### src/rtl/mutative_fill_ctrl_if.sv
// Fill-controller bundle: allocation handshake, tag/data array port and memory port.
interface mutative_fill_ctrl_if #(
  parameter int ADDR_BITS = 32,
  parameter int LINE_BITS = 256,
  parameter int SET_BITS  = 4,
  parameter int WAYS      = 8
);
  localparam int TAG_BITS     = ADDR_BITS - SET_BITS - 5;
  localparam int WAY_IDX_BITS = $clog2(WAYS);

  logic                    alloc_valid;
  logic                    alloc_ready;
  logic [ADDR_BITS-1:0]    alloc_addr;
  logic [WAY_IDX_BITS-1:0] evict_way;
  logic [WAYS-1:0]         way_valid;
  logic [WAYS-1:0]         way_dirty;
  logic [TAG_BITS-1:0]     victim_tag;
  logic [LINE_BITS-1:0]    victim_data;
  logic [ADDR_BITS-1:0]    arr_addr;
  logic                    arr_rd;
  logic [WAY_IDX_BITS-1:0] arr_way;
  logic [WAYS-1:0]         arr_we;
  logic [TAG_BITS-1:0]     arr_wtag;
  logic [LINE_BITS-1:0]    arr_wdata;
  logic [ADDR_BITS-1:0]    mem_addr;
  logic                    mem_read;
  logic                    mem_write;
  logic [LINE_BITS-1:0]    mem_wdata;
  logic [LINE_BITS-1:0]    mem_rdata;
  logic                    mem_resp;
  logic                    hit;
  logic [WAY_IDX_BITS-1:0] hit_way;
  logic                    alloc_done;

  modport slave (
    input  alloc_valid, alloc_addr, evict_way, way_valid, way_dirty,
           victim_tag, victim_data, mem_rdata, mem_resp,
    output alloc_ready, arr_addr, arr_rd, arr_way, arr_we, arr_wtag, arr_wdata,
           mem_addr, mem_read, mem_write, mem_wdata, hit, hit_way, alloc_done
  );

  modport master (
    output alloc_valid, alloc_addr, evict_way, way_valid, way_dirty,
           victim_tag, victim_data, mem_rdata, mem_resp,
    input  alloc_ready, arr_addr, arr_rd, arr_way, arr_we, arr_wtag, arr_wdata,
           mem_addr, mem_read, mem_write, mem_wdata, hit, hit_way, alloc_done
  );
endinterface

### src/rtl/mutative_fill_ctrl.sv
// Cache miss fill controller: picks a victim way, writes back a dirty victim,
// fetches the missing line and writes it into the array.
module mutative_fill_ctrl #(
  parameter int ADDR_BITS = 32,
  parameter int LINE_BITS = 256,
  parameter int SET_BITS  = 4,
  parameter int WAYS      = 8
) (
  input  logic                  clk,
  input  logic                  rst,
  input  logic [1:0]            setup,
  mutative_fill_ctrl_if.slave   bus
);
  localparam int TAG_BITS     = ADDR_BITS - SET_BITS - 5;
  localparam int WAY_IDX_BITS = $clog2(WAYS);

  typedef enum logic [2:0] {
    IDLE, LOOKUP, SELECT, READV, WB, FETCH, FILL, DONE
  } state_t;

  state_t                  state, state_nx;
  logic [ADDR_BITS-1:0]    addr_q;
  logic [WAY_IDX_BITS-1:0] plru_q;
  logic [WAY_IDX_BITS-1:0] victim_q;
  logic                    rdv_phase;
  logic [TAG_BITS-1:0]     wb_tag_q;
  logic [LINE_BITS-1:0]    wb_data_q;
  logic [LINE_BITS-1:0]    line_q;

  logic [WAY_IDX_BITS-1:0] idx_mask;
  logic [WAY_IDX_BITS-1:0] inv_way;
  logic                    inv_found;
  logic [WAY_IDX_BITS-1:0] sel_way;
  logic                    sel_wb;

  // Reduced associativity keeps only the low index bits of any way number.
  assign idx_mask = WAY_IDX_BITS'((32'd1 << setup) - 32'd1);

  always_comb begin
    inv_found = 1'b0;
    inv_way   = '0;
    for (int i = 0; i < WAYS; i++) begin
      if (!inv_found && ((WAY_IDX_BITS'(i) & ~idx_mask) == '0) && !bus.way_valid[i]) begin
        inv_found = 1'b1;
        inv_way   = WAY_IDX_BITS'(i);
      end
    end
  end

  assign sel_way = inv_found ? inv_way : plru_q;
  assign sel_wb  = bus.way_valid[sel_way] & bus.way_dirty[sel_way];

  assign bus.arr_addr = addr_q;

  always_ff @(posedge clk or negedge rst) begin
    if (!rst) begin
      state     <= IDLE;
      addr_q    <= '0;
      plru_q    <= '0;
      victim_q  <= '0;
      rdv_phase <= 1'b0;
      wb_tag_q  <= '0;
      wb_data_q <= '0;
      line_q    <= '0;
    end else begin
      state <= state_nx;
      case (state)
        IDLE:   if (bus.alloc_valid) addr_q <= bus.alloc_addr;
        LOOKUP: plru_q <= bus.evict_way & idx_mask;
        SELECT: victim_q <= sel_way;
        READV: begin
          // Phase 0 issues the read, phase 1 sees the victim contents.
          rdv_phase <= ~rdv_phase;
          if (rdv_phase) begin
            wb_tag_q  <= bus.victim_tag;
            wb_data_q <= bus.victim_data;
          end
        end
        FETCH:  if (bus.mem_resp) line_q <= bus.mem_rdata;
        default: ;
      endcase
    end
  end

  always_comb begin
    state_nx       = state;
    bus.alloc_ready = 1'b0;
    bus.arr_rd     = 1'b0;
    bus.arr_way    = '0;
    bus.arr_we     = '0;
    bus.arr_wtag   = '0;
    bus.arr_wdata  = '0;
    bus.mem_addr   = '0;
    bus.mem_read   = 1'b0;
    bus.mem_write  = 1'b0;
    bus.mem_wdata  = '0;
    bus.hit        = 1'b0;
    bus.hit_way    = '0;
    bus.alloc_done = 1'b0;
    case (state)
      IDLE: begin
        bus.alloc_ready = 1'b1;
        if (bus.alloc_valid) state_nx = LOOKUP;
      end
      LOOKUP: begin
        bus.arr_rd  = 1'b1;
        bus.arr_way = bus.evict_way & idx_mask;
        state_nx    = SELECT;
      end
      SELECT: state_nx = sel_wb ? READV : FETCH;
      READV: begin
        if (!rdv_phase) begin
          bus.arr_rd  = 1'b1;
          bus.arr_way = victim_q;
        end else begin
          state_nx = WB;
        end
      end
      WB: begin
        bus.mem_write = 1'b1;
        bus.mem_addr  = {wb_tag_q, addr_q[SET_BITS+4:5], 5'b0};
        bus.mem_wdata = wb_data_q;
        if (bus.mem_resp) state_nx = FETCH;
      end
      FETCH: begin
        bus.mem_read = 1'b1;
        bus.mem_addr = {addr_q[ADDR_BITS-1:5], 5'b0};
        if (bus.mem_resp) state_nx = FILL;
      end
      FILL: begin
        bus.arr_we    = {{(WAYS-1){1'b0}}, 1'b1} << victim_q;
        bus.arr_wtag  = addr_q[ADDR_BITS-1:SET_BITS+5];
        bus.arr_wdata = line_q;
        state_nx      = DONE;
      end
      DONE: begin
        bus.alloc_done = 1'b1;
        bus.hit        = 1'b1;
        bus.hit_way    = victim_q;
        state_nx       = IDLE;
      end
      default: state_nx = IDLE;
    endcase
  end
endmodule

### src/flat_wrapper.sv
// flat-port wrapper written by rule: the top's interface ports become plain ports
module mutative_fill_ctrl_flat 
#(
  parameter int ADDR_BITS = 32,
  parameter int LINE_BITS = 256,
  parameter int SET_BITS  = 4,
  parameter int WAYS      = 8
)
  (clk, rst, setup, bus_alloc_valid, bus_alloc_addr, bus_evict_way, bus_way_valid, bus_way_dirty, bus_victim_tag, bus_victim_data, bus_mem_rdata, bus_mem_resp, bus_alloc_ready, bus_arr_addr, bus_arr_rd, bus_arr_way, bus_arr_we, bus_arr_wtag, bus_arr_wdata, bus_mem_addr, bus_mem_read, bus_mem_write, bus_mem_wdata, bus_hit, bus_hit_way, bus_alloc_done);
  mutative_fill_ctrl_if #(.ADDR_BITS(ADDR_BITS), .LINE_BITS(LINE_BITS), .SET_BITS(SET_BITS), .WAYS(WAYS)) bus_i ();
  input  logic clk;
  input  logic rst;
  input  logic [1:0] setup;
  input wire logic [$bits(bus_i.alloc_valid)-1:0] bus_alloc_valid;
  input wire logic [$bits(bus_i.alloc_addr)-1:0] bus_alloc_addr;
  input wire logic [$bits(bus_i.evict_way)-1:0] bus_evict_way;
  input wire logic [$bits(bus_i.way_valid)-1:0] bus_way_valid;
  input wire logic [$bits(bus_i.way_dirty)-1:0] bus_way_dirty;
  input wire logic [$bits(bus_i.victim_tag)-1:0] bus_victim_tag;
  input wire logic [$bits(bus_i.victim_data)-1:0] bus_victim_data;
  input wire logic [$bits(bus_i.mem_rdata)-1:0] bus_mem_rdata;
  input wire logic [$bits(bus_i.mem_resp)-1:0] bus_mem_resp;
  output wire logic [$bits(bus_i.alloc_ready)-1:0] bus_alloc_ready;
  output wire logic [$bits(bus_i.arr_addr)-1:0] bus_arr_addr;
  output wire logic [$bits(bus_i.arr_rd)-1:0] bus_arr_rd;
  output wire logic [$bits(bus_i.arr_way)-1:0] bus_arr_way;
  output wire logic [$bits(bus_i.arr_we)-1:0] bus_arr_we;
  output wire logic [$bits(bus_i.arr_wtag)-1:0] bus_arr_wtag;
  output wire logic [$bits(bus_i.arr_wdata)-1:0] bus_arr_wdata;
  output wire logic [$bits(bus_i.mem_addr)-1:0] bus_mem_addr;
  output wire logic [$bits(bus_i.mem_read)-1:0] bus_mem_read;
  output wire logic [$bits(bus_i.mem_write)-1:0] bus_mem_write;
  output wire logic [$bits(bus_i.mem_wdata)-1:0] bus_mem_wdata;
  output wire logic [$bits(bus_i.hit)-1:0] bus_hit;
  output wire logic [$bits(bus_i.hit_way)-1:0] bus_hit_way;
  output wire logic [$bits(bus_i.alloc_done)-1:0] bus_alloc_done;
  assign bus_i.alloc_valid = bus_alloc_valid;
  assign bus_i.alloc_addr = bus_alloc_addr;
  assign bus_i.evict_way = bus_evict_way;
  assign bus_i.way_valid = bus_way_valid;
  assign bus_i.way_dirty = bus_way_dirty;
  assign bus_i.victim_tag = bus_victim_tag;
  assign bus_i.victim_data = bus_victim_data;
  assign bus_i.mem_rdata = bus_mem_rdata;
  assign bus_i.mem_resp = bus_mem_resp;
  assign bus_alloc_ready = bus_i.alloc_ready;
  assign bus_arr_addr = bus_i.arr_addr;
  assign bus_arr_rd = bus_i.arr_rd;
  assign bus_arr_way = bus_i.arr_way;
  assign bus_arr_we = bus_i.arr_we;
  assign bus_arr_wtag = bus_i.arr_wtag;
  assign bus_arr_wdata = bus_i.arr_wdata;
  assign bus_mem_addr = bus_i.mem_addr;
  assign bus_mem_read = bus_i.mem_read;
  assign bus_mem_write = bus_i.mem_write;
  assign bus_mem_wdata = bus_i.mem_wdata;
  assign bus_hit = bus_i.hit;
  assign bus_hit_way = bus_i.hit_way;
  assign bus_alloc_done = bus_i.alloc_done;
  mutative_fill_ctrl #(.ADDR_BITS(ADDR_BITS), .LINE_BITS(LINE_BITS), .SET_BITS(SET_BITS), .WAYS(WAYS)) u_core (.clk(clk), .rst(rst), .setup(setup), .bus(bus_i));
endmodule
### config.mk
export PLATFORM = sky130hd
export DESIGN_NAME = mutative_fill_ctrl_flat
export DESIGN_NICKNAME = d
export VERILOG_FILES = /design/src/rtl/mutative_fill_ctrl_if.sv /design/src/rtl/mutative_fill_ctrl.sv /design/src/flat_wrapper.sv
export SDC_FILE = /design/constraint.sdc
export NUM_CORES = 1
export LEC_CHECK = 0
export CORE_AREA = 2 2 477 479
export CTS_CLUSTER_DIAMETER = 40
export DETAILED_ROUTE_END_ITERATION = 8
export DIE_AREA = 0 0 479 481
export GPL_TIMING_DRIVEN = 0
export PLACE_DENSITY = 0.33
export SLEW_MARGIN = 20
export SYNTH_ARGS = -nofsm -noshare
export SYNTH_HDL_FRONTEND = slang
export SYNTH_SLANG_ARGS = --single-unit
### constraint.sdc
create_clock -name clk -period 2.9 [get_ports clk]
set_input_delay 0.58 -clock clk [delete_from_list [all_inputs] [get_ports clk]]
set_output_delay 0.58 -clock clk [all_outputs]
set_load 0.02 [all_outputs]
==> results <==
==> cells in the mapped netlist (2+ instances only) <==
master and n:
and2_1 287, mux2i_1 29, buf_2 57, nor2b_1 2
mux2_2 570, nand2b_1 6, nor2_1 41, inv_1 2
a21oi_1 7, o21ai_0 5, buf_4 6, and3_1 259
nand2_1 25, buf_1 3, dfrtp_1 577, nor3_1 5
nand3_1 4, clkbuf_1 103
==> critical path: cells and delay by family, from the launching register on <==
kind / cells / cell delay, ns
buffers and inverters: 7 / 1.00
flip-flops: 1 / 0.39
AND/OR/NAND/NOR: 2 / 0.38
==> cell families after synthesis <==
group,count (synthesis),synth area share
AND/OR/NAND/NOR,635,0.147
multiplexers,600,0.260
flip-flops,577,0.558
buffers and inverters,172,0.0289
AO/OA/AOI/OAI,22,0.00623
adder cells (fa/ha/maj),1,0.000483
other,1,0.000145
XOR/XNOR,1,0.000338
==> worst paths after layout <==
check,endpoint,slack (ns),start
max in group asynchronous,u_core.line_q[37]$_DFFE_PN0P_,0.64,rst
min reg2reg,u_core.bus.arr_addr[4]$_DFFE_PN0P_,0.48,u_core.bus.arr_addr[4]$_DFFE_PN0P_
min in group clk,u_core.wb_data_q[186]$_DFFE_PN0P_,0.40,bus_victim_data[186]
max reg2reg,u_core.wb_data_q[132]$_DFFE_PN0P_,0.31,u_core.state[0]$_DFFE_PN0P_
min,u_core.wb_data_q[183]$_DFFE_PN0P_,0.26,rst
max,bus_arr_wdata[81],-0.21,u_core.state[1]$_DFFE_PN0P_
==> where the power goes <==
group	switching, W	internal [W]
logic	0.0126	0.0152
registers	0.00270	0.0122
clock network	0.00613	0.0136
==> cell type report <==
type	count	area share
well taps	3009	0.0699
clock inverters	86	0.0276
repair buffers	1395	0.284
plain buffers	157	0.0345
multi-input cells	1264	0.230
clock buffers	216	0.0845
diodes	15	0.000697
flip-flops and latches	577	0.268
inverters	2	0.000139
==> cells in the final DEF (no fill, tap or decap), drive strengths merged, types with 2 or more instances in the layout <==
cell             n
a21oi            7
and2           287
and3           259
buf            795
bufinv          29
clkbuf         318
clkdlybuf4s15   18
clkdlybuf4s18    2
clkdlybuf4s50  624
clkinv          36
clkinvlp        15
conb             5
dfrtp          577
diode           15
dlymetal6s2s    10
inv              8
mux2           571
mux2i           29
nand2           26
nand2b           6
nand3            4
nor2            41
nor2b            2
nor3             5
o21ai            5
o21bai           2
or2              2
==> per-stage QoR <==
| stage | area, sq um | setup WS (ns) | setup TNS (ns) | util | power (W) |
|---|---|---|---|---|---|
| 2_1_floorplan | 25900 | 0.416 | 0 | - | 0.0247 |
| 3_3_place_gp | 41700 | -30.69 | - | 0.185 | 0.0361 |
| 3_5_place_dp | 42000 | -1.73 | -674.00 | 0.186 | 0.0361 |
| 4_1_cts | 51600 | -0.575 | -287.21 | 0.229 | 0.0610 |
| 5_1_grt | 53800 | -0.391 | -121.81 | 0.238 | 0.0658 |
| 6_report | 53800 | -0.211 | -33.25 | 0.238 | 0.0625 |
==> flip-flops by register name (all words and copies together), names as in the netlist <==
name and cells:
u_core.wb_tag_q 23, u_core.line_q 256, u_core.plru_q 3, u_core.wb_data_q 256
u_core.bus.arr_addr 32, u_core.victim_q 3, u_core.state 3, u_core.rdv_phase 1
==> metal layers <==
metal	up-vias	wire length [um]
met5	-	217
met4	32	6140
met3	293	16200
met2	1018	84800
met1	11275	58700
li1	10149	-
==> what timing repair did <==
action	CTS	global route
cloned	36	7
buffers inserted	75	80
setup endpoints to repair	1032	1022
hold endpoints to repair	89	0
gates resized for setup	2922	1605
hold buffers	1	0
pin swaps	68	88
==> results.yml <==
global_routing:
  global_route.usage.met3: 0.0654
  grt_pass1_wl_mm: 221
  grt-ovfl-total: 0
  grt_pass1_vias: 25117
  grt_max_degree: 83
  antenna_found_initial: 46
  use_met2: 0.252
  gr-max-usage-layer: "met2"
  grt_use_met1: 0.141
  grt_usage: 0.139
synth:
  ys_top_cells_by_area: "dfrtp_1, mux2_2, and2_1"
  async_flop_share: 1.00
  synth-seq-area-share: 0.558
  synth-edff-count: 0
  synth_ff_type: "dfrtp_1"
  synth_top_area_share: 0.558
  yosysWarnings: 0
  avgSynthCellArea_sq_um: 12.9
  syn-cell-area_sq_um: 25900
  postSynthCellCount: 2009
  synth_top_cell_by_area: "dfrtp_1"
  ys_ff_latch: 577
  synth_cell_types: 39
finish:
  finalNonFillerCells: 6721
  nets: 4153
  multi_input_area_sq_um: 12400
  drive_gt1_frac: 0.601
  regArea_sq_um: 14400
  area_growth_pct: 108
  nFillCells: 24102
sta:
  tightest_slew_ns: 0.847
  fin_worst_skew_ns: 0.0693
  maxSlewViolCount: 0
  fin_crit_sh: 1.07
  relSlewSlack: 0.435
  holdWs_ns: 0.258
  setup_viol: 418
  fin_ws_ns: -0.211
  rsz0062_at_grt: "yes"
  period_minus_slack_ns: 3.11
  fmax_ghz: 0.321
  final_hold_viol_count: 0
worst_setup_path:
  worstSetupPathType: "register to output port"
  cp.required_ns: 2.32
  cpMaxStageDelayCell: "dfrtp_1"
  reg2regPathDepth: 10
  cpPeakStageDelay_ns: 0.39
  crit_arrival_ns: 2.53
  crit_path_start_kind: "register"
  critPathMaxFanout: 5
  crit_path_cell_trace: "clkbuf_8 -> and3_4 -> buf_12 -> clkbuf_16 -> buf_8 -> clkbuf_16 -> buf_6 -> and2_4 -> buf_6"
  cp-end-kind: "output port"
detailed_routing:
  routed_via_density: 3.39
  route.detailed.wl_per_inst_um: 24.7
  routed_wl_mm: 166
  antenna_left: 0
  first_iter_violations: 638
  dr.pass1.iters: 4
  vias: 22767
  drc_errors: 0
placed_design:
  place_inst: 6236
  dp_hpwl_mm: 129
  routabilityCongestion: 0.806
  port_buffers: 1205
clock_network:
  cts-buffers-inserted: 163
  clk_latency_ns: 0.79
  clk_pin_slew_worst_paths_ns: 0.04
  clock-sinks: 577
  clockBufferDepth: 3
  cts_tree: "done"
  clock-root-buffer: "clkbuf_16"
  h-tree-depth: 4
floorplan:
  rows: 175
  die_w_um: 479
  dieArea_sq_um: 230000
  start_util: 0.115
  die_h_um: 481
  num_io_pins: 1211
  core_sq_um: 226000
run_status:
  outcome: "complete, but fails checks"
  violations: "setup timing"
pwr:
  p_per_area_nw_per_um2: 1160
  leakage_nw: 23.3
  worst_ir_drop_vdd_uv: 514
worst_hold_path:
  hold_path_class: "primary input to async pin"
job:
  maxCapViolCount: 0
Power figures use the tool's default switching activity.
